**src/rtl/bounce_generator.sv**
```systemverilog
// Switch-bounce emulator: turns a clean level command into a
// reproducible bouncing contact waveform driven by a free-running LFSR.
//
// Ports:
//   clk   - single clock, rising edge
//   reset - asynchronous active-low reset
//   cmd   - clean target level requested by the test controller
//   out   - bouncing contact level (registered)
//   busy  - high while a transition is being emulated (registered)
//   done  - one-cycle pulse when a transition completes (registered)
module bounce_generator #(
    parameter int unsigned NUM_BOUNCES = 4,
    parameter int unsigned SEG_W       = 8,
    parameter int unsigned SETTLE      = 2000000,
    parameter logic [15:0] SEED        = 16'hACE1
) (
    input  logic clk,
    input  logic reset,
    input  logic cmd,
    output logic out,
    output logic busy,
    output logic done
);

    localparam int unsigned NE = 2 * NUM_BOUNCES;
    localparam int unsigned EW = ($clog2(NE + 1) < 1) ? 1 : $clog2(NE + 1);
    localparam int unsigned CW = ($clog2(SETTLE + 1) < 1) ? 1 : $clog2(SETTLE + 1);

    localparam logic [15:0]   SEED_EFF   = (SEED == 16'h0000) ? 16'h0001 : SEED;
    localparam logic [EW-1:0] LAST_EDGE  = EW'(NE);
    localparam logic [CW-1:0] SETTLE_END = CW'(SETTLE - 1);
    localparam logic [SEG_W:0] SEG_ONE   = (SEG_W + 1)'(1);

    typedef enum logic [1:0] {
        S_IDLE,
        S_BOUNCE,
        S_SETTLE
    } state_e;

    state_e           state_q, state_d;
    logic             level_q, level_d;
    logic             target_q, target_d;
    logic             out_q, out_d;
    logic             busy_q, busy_d;
    logic             done_q, done_d;
    logic [15:0]      lfsr_q, lfsr_d;
    logic [SEG_W:0]   seg_q, seg_d;
    logic [EW-1:0]    edge_q, edge_d;
    logic [CW-1:0]    settle_q, settle_d;

    logic             start;
    logic             seg_hit;
    logic             last_toggle;
    logic             settle_end;
    logic [SEG_W:0]   seg_load;

    // Fibonacci LFSR, x^16 + x^14 + x^13 + x^11 + 1, runs in every state.
    assign lfsr_d = {lfsr_q[14:0],
                     lfsr_q[15] ^ lfsr_q[13] ^ lfsr_q[12] ^ lfsr_q[10]};

    // Extra MSB keeps the all-ones field + 1 from wrapping to zero.
    assign seg_load    = {1'b0, lfsr_q[SEG_W-1:0]} + SEG_ONE;
    assign start       = (state_q == S_IDLE) && (cmd != level_q);
    assign seg_hit     = (seg_q == SEG_ONE);
    assign last_toggle = ((edge_q + EW'(1)) == LAST_EDGE);
    assign settle_end  = (settle_q == SETTLE_END);

    always_ff @(posedge clk or negedge reset) begin
        if (!reset) begin
            state_q  <= S_IDLE;
            level_q  <= 1'b0;
            target_q <= 1'b0;
            out_q    <= 1'b0;
            busy_q   <= 1'b0;
            done_q   <= 1'b0;
            lfsr_q   <= SEED_EFF;
            seg_q    <= '0;
            edge_q   <= '0;
            settle_q <= '0;
        end else begin
            state_q  <= state_d;
            level_q  <= level_d;
            target_q <= target_d;
            out_q    <= out_d;
            busy_q   <= busy_d;
            done_q   <= done_d;
            lfsr_q   <= lfsr_d;
            seg_q    <= seg_d;
            edge_q   <= edge_d;
            settle_q <= settle_d;
        end
    end

    always_comb begin
        state_d = state_q;
        unique case (state_q)
            S_IDLE: begin
                if (start) begin
                    state_d = (NUM_BOUNCES > 0) ? S_BOUNCE : S_SETTLE;
                end
            end
            S_BOUNCE: begin
                if (seg_hit && last_toggle) begin
                    state_d = S_SETTLE;
                end
            end
            S_SETTLE: begin
                if (settle_end) begin
                    state_d = S_IDLE;
                end
            end
            default: state_d = S_IDLE;
        endcase
    end

    always_comb begin
        level_d  = level_q;
        target_d = target_q;
        out_d    = out_q;
        busy_d   = busy_q;
        done_d   = 1'b0;
        seg_d    = seg_q;
        edge_d   = edge_q;
        settle_d = settle_q;
        unique case (state_q)
            S_IDLE: begin
                out_d  = level_q;
                busy_d = 1'b0;
                if (start) begin
                    target_d = cmd;
                    out_d    = cmd;
                    busy_d   = 1'b1;
                    seg_d    = seg_load;
                    edge_d   = '0;
                    settle_d = '0;
                end
            end
            S_BOUNCE: begin
                busy_d = 1'b1;
                if (seg_hit) begin
                    out_d  = ~out_q;
                    edge_d = edge_q + EW'(1);
                    seg_d  = seg_load;
                    if (last_toggle) begin
                        settle_d = '0;
                    end
                end else begin
                    seg_d = seg_q - SEG_ONE;
                end
            end
            S_SETTLE: begin
                out_d = target_q;
                if (settle_end) begin
                    level_d = target_q;
                    done_d  = 1'b1;
                    busy_d  = 1'b0;
                end else begin
                    settle_d = settle_q + CW'(1);
                    busy_d   = 1'b1;
                end
            end
            default: begin
                busy_d = 1'b0;
            end
        endcase
    end

    assign out  = out_q;
    assign busy = busy_q;
    assign done = done_q;

endmodule
```
**config.mk**
```make
export PLATFORM = sky130hd
export DESIGN_NAME = bounce_generator
export DESIGN_NICKNAME = d
export VERILOG_FILES = /design/src/rtl/bounce_generator.sv
export SDC_FILE = /design/constraint.sdc
export NUM_CORES = 1
export LEC_CHECK = 0
export ABC_AREA = 1
export CAP_MARGIN = 30
export CELL_PAD_IN_SITES_DETAIL_PLACEMENT = 2
export CELL_PAD_IN_SITES_GLOBAL_PLACEMENT = 2
export CORE_UTILIZATION = 28
export CTS_BUF_LIST = sky130_fd_sc_hd__clkbuf_2 sky130_fd_sc_hd__clkbuf_4 sky130_fd_sc_hd__clkbuf_8
export DETAILED_ROUTE_END_ITERATION = 12
export PLACE_DENSITY = 0.61
export SLEW_MARGIN = 20
export SYNTH_ARGS = -nofsm -noshare
export SYNTH_HDL_FRONTEND = slang
export SYNTH_SLANG_ARGS = --single-unit
```
**constraint.sdc**
```tcl
create_clock -name clk -period 2.3 [get_ports clk]
set_input_delay 0.46 -clock clk [delete_from_list [all_inputs] [get_ports clk]]
set_output_delay 0.46 -clock clk [all_outputs]
set_load 0.02 [all_outputs]
```
== Word level (Yosys, flattened, before mapping) ==
Cells that the tools add are included.

* Bits in registers: 57
* Logic and storage cells: 65
* Output and inout bits: 3

* Muxes and demuxes: 23
* Reductions and logical operators: 12
* Add/sub/neg operators: 4
* Bitwise logic cells: 4
* Equal/unequal tests: 12

{| class="wikitable"
|+ Operator list
! kind !! number
|-
| $mux 21 || 4
|-
| $pmux 21 s3 || 1
|-
| $add 21x1->21 const B || 1
|-
| $eq 21x21->1 const B || 1
|-
| $mux 9 || 2
|-
| $pmux 9 s2 || 1
|-
| $ne 2x2->1 const B || 6
|-
| $add 8x1->9 const B || 1
|-
| $eq 9x1->1 const B || 1
|-
| $sub 9x1->9 const B || 1
|-
| $mux 4 || 2
|-
| $pmux 4 s2 || 1
|-
| $reduce_and 2->1 || 4
|-
| $mux 1 || 6
|-
| $mux 2 || 3
|-
| $pmux 1 s3 || 2
|-
| $pmux 2 s3 || 1
|-
| $reduce_and 3->1 || 2
|-
| $reduce_and 5->1 || 1
|-
| $add 4x1->4 const B || 1
|-
| $eq 4x4->1 const B || 1
|-
| $reduce_bool 3->1 || 1
|-
| $xor 1x1->1 || 3
|-
| $eq 2x1->1 const B || 1
|-
| other kinds (6) || 7
|}

== Longest topological paths before layout ==
* Depth after elaboration: 5
* Gate-level depth with buffers: 11

== Worst setup path after synthesis ==
Ideal clock, no wire load.

* Path type: register to register
* From: register settle_q[0]
* To: register settle_q[7]
* Path buffers: 1
* Stages on the path, launching flop included: 12
* Setup slack: 670 ps
* Data arrival time: 1513 ps
* Required time: 2183 ps
* Cells stage by stage: dfrtp_1 ha_1 nand2_1 nor2_4 nand2_1 nor2_2 nand3_2 nand2_1 nor2_4 buf_6 nand2_1 nand2_1

* Longest elaborated chain between the ends: 3
* Elaborated cells between the ends (all ways): 6

{| class="wikitable"
|+ Ends and longest elaborated chain
! item !! RTL line !! text
|-
| from (decl) || 49 || <nowiki>logic [CW-1:0] settle_q, settle_d;</nowiki>
|-
| from (signal assigned) || 90 || <nowiki>settle_q <= settle_d;</nowiki>
|-
| $add 21x1->21 / $eq 21x21->1 (equally long branches) || 158, 66 ||
|-
| $mux 21 / $ne 2x2->1 (equally long branches) || - ||
|-
| $pmux 21 s3 / $reduce_and 5->1 (equally long branches) || - ||
|}

Parallel ways exist; a longest one is shown, timed or not. The select of a mux whose other input is x is not followed.
A chain may end at the register's enable or synchronous reset.

== Final worst setup path ==
* From: register state_q[1]
* To: register edge_q[2]

* Longest elaborated chain between the ends: 4
* Elaborated cells between the ends (all ways): 8

{| class="wikitable"
|+ Ends and longest elaborated chain
! item !! RTL line !! text
|-
| from (decl) || 40 || <nowiki>state_e state_q, state_d;</nowiki>
|-
| from (signal assigned) || 81 || <nowiki>state_q <= state_d;</nowiki>
|-
| $logic_not 2->1 || 63, 125 ||
|-
| $logic_and 1x1->1 || 63 || <nowiki>assign start = (state_q == S_IDLE) && (cmd != level_q);</nowiki>
|-
| $ne 2x2->1 (no source line) || - ||
|-
| $reduce_and 3->1 (no source line) || - ||
|-
| to (signal assigned) || 89 || <nowiki>edge_q <= edge_d;</nowiki>
|-
| to (decl) || 48 || <nowiki>logic [EW-1:0] edge_q, edge_d;</nowiki>
|}

Parallel ways exist; a longest one is shown, timed or not.

==> results.md <==
- Status: complete, no violations
- Commonest non-fill, non-tap cell in the layout: nand2_1
- First-pass GRT wire length: 16300 µm
- Power Dens Cells: 1010 nW/µm²
- CP max-delay cell: dfrtp_1
- Worst R2R Setup Slack: 0.34 ns
- Antenna Nets Post-Route: 0
- Placed instance area: roughly 3600 µm²
- Reg clk slew, reported paths: approximately 0.070 ns
- Postcts setup bufs: 0
- Area share of the largest cell type after synthesis: 37.2%
- Iter 0 DRT Violations: 61
- Util after Layout: 32.9%
- Clock sinks: 57
- Max transition margin: 56.1%
- Initial cell density of the core: between 20% and 30%
- Final instance area: 3770 µm²
- Die X: 111 µm
- Clock period minus worst slack: 1.96 ns
- Hold violation count in the final report: 0
- Antenna violations before repair: 0
- Pin count of the biggest net entering global routing: 29
- WL per Instance: 15.3 µm
- Worst-path cell chain: inv_1, ha_1, buf_4, nand2_2, nand2_1, a21oi_1, a21oi_1
- DRC violations left: 0
- Die Ht: ~110 µm
- CP delay by family, top: simple AND/OR/NAND/NOR gates
- Row count: 39
- FF+latch count, synth: 57
- Synth warn: 0
- P&R area growth vs syn: 14.3%
- IO buf count: 5
- Worst Path Max Fanout: 19
- Post-Syn Nets: between 400 and 500
- Final Cycle Share: 85.2%
- Num ports: 6
- Die area: 12200 µm²
- Fin cells: 605
- Vias in the first global route: 3178
- Routability Congestion: a little over 0.7
- CP Capture Type: flip-flop
- PostCTS Resize Cnt: 0
- Clock root cell: clkbuf_8
- Grt ovf: 0
- Peak VDD IR: about 0.00047 V
- Share of cells above drive strength 1: 11.5%
- Mapped Cells: around 440
- Synth Cell Area: 3300 µm²
- CP Data Arrival Time: between 2 and 2.5 ns
- Critical path class: reg2reg
- R2r endpoint: edge_q[2]
- Total of max-cap violations: 0
- Via count: 2858
- Clk_skew: 0.00668 ns
- Register-to-Register Path Depth: 7
- Worst min-delay path class: in2async
- Avg Synthesized Cell Area: 7.48 µm²
- Wirelength, routed: a little over 9000 µm
- Cell mode on critical path: a21oi_1
- Sequential element share of the synthesized area: 43.6%
- Dpl ws: 0.216 ns
- Setup TNS Final: 0 ns
- Worst path max stage delay: 0.44 ns
- Clock Latency Late Sink: ~0.37 ns
- Hold buffer count at CTS: 0
- Antenna diodes: 0
- Synth cell types: 33
- CP required: 2.55 ns
- Leak: 1.70 nW
- Core area: about 11000 µm²
- Area leader, netlist: dfrtp_1
- CP bufs+invs: 2
- Final setup margin: about 0.34 ns
- Reg2reg start: state_q[1]
- Worst Tran Pin Value: roughly 0.66 ns
- Dpl hpwl: 6690 µm
- Most frequent cells in the layout: 167 x nand2_1, 51 x nor2_1, 49 x dfrtp_1, 39 x inv_1, 20 x nand3_1
- Num CTS Buffers: 9
- Top achievable clock speed: 0.511 GHz
- Final hold slack: around 0.12 ns
- CTS tree: built
- Final nets: between 400 and 500
- Final setup vio count: 0
- Total power: around 3.8 mW
- Slew Limit Fails: 0
- Max H-tree Level: 3
- Total track usage: 17.1%
- Via density: 4.72
- First-pass DRT Iterations: 4
- DP Cell Count: slightly below 600
- Clk buf depth: 2
- Ranking of synthesized cells by area: dfrtp_1 37%, nand2_1 19%, dfstp_2 6.4%
- Worst setup SP type: flip-flop
- RSZ-0062 raised after global routing: false
## worst register-to-register path: cells and delay by family, from the launching register on
| kind | cells | cell delay [ns] |
|---|---|---|
| compound gates | 2 | 0.23 |
| fa+ha+maj | 1 | 0.31 |
| buf+inv | 2 | 0.32 |
| flops | 1 | 0.44 |
| simple gates | 2 | 0.56 |
## registers in the layout (all words and copies together), names as in the netlist
| register | cells |
|---|---|
| settle_q | 21 |
| lfsr_q | 16 |
| seg_q | 9 |
| edge_q | 4 |
| state_q | 2 |
| busy | 1 |
| done | 1 |
| level_q | 1 |
| out | 1 |
| target_q | 1 |
## metal layers
| layer | vias to the layer above | track usage (%) | wire, µm |
|---|---|---|---|
| met5 | - | 0 | 0 |
| met4 | 0 | 7.73 | 200 |
| met3 | 14 | 3.18 | 172 |
| met2 | 15 | 28.4 | 4490 |
| met1 | 1420 | 21.5 | 4380 |
| li1 | 1409 | - | - |
## where the power goes
part	switching (mW)	internal [mW]	leakage, nW
logic	1.01	0.507	0.841
registers	0.115	1.13	0.750
clock network	0.450	0.616	0.109
## synthesized netlist by cell type, drive strengths merged
cell type / count
a21oi: 13
nor3b: 1
nor3: 3
a32oi: 1
xnor2: 8
nand2: 175
ha: 10
nand3b: 3
buf: 5
o21ai: 17
inv: 40
o22ai: 1
nor2: 57
xor2: 13
and2: 1
nand4: 4
dfrtp: 49
o31ai: 1
nand3: 22
dfstp: 8
a31oi: 2
o211ai: 3
clkbuf: 4
## layout make-up
class | instances | area, µm²
clock buffers | 10 | 131
flip-flops and latches | 57 | 1440
well taps | 143 | 179
inverters | 40 | 150
fillers | 1360 | 7700
clock inverters | 6 | 82.6
repair buffers | 14 | 138
multi-input cells | 335 | 1650
## worst max-delay path by stage
stage               cells after the start     endpoint   startpoint  slack, ns
finish                                  7    edge_q[2]   state_q[1]       0.34
global route                            7    edge_q[2]   state_q[1]       0.11
CTS                                     7    edge_q[2]   state_q[1]       0.29
detailed placement                     11  settle_q[0]          cmd       0.22
global placement                       10     seg_q[8]          cmd       0.31
floorplan                              11  settle_q[7]  settle_q[0]       0.67
## cells by family (layout without fill, tap and decap cells)
| kind of cell | count (synthesis) | after routing | share of synthesized area (%) |
|---|---|---|---|
| simple gates | 266 | 266 | 34.0 |
| flops | 57 | 57 | 43.6 |
| buf+inv | 49 | 70 | 6.30 |
| compound gates | 38 | 38 | 6.75 |
| xor+xnor | 21 | 21 | 5.58 |
| fa+ha+maj | 10 | 10 | 3.79 |
(Power assumes the default switching activity.)
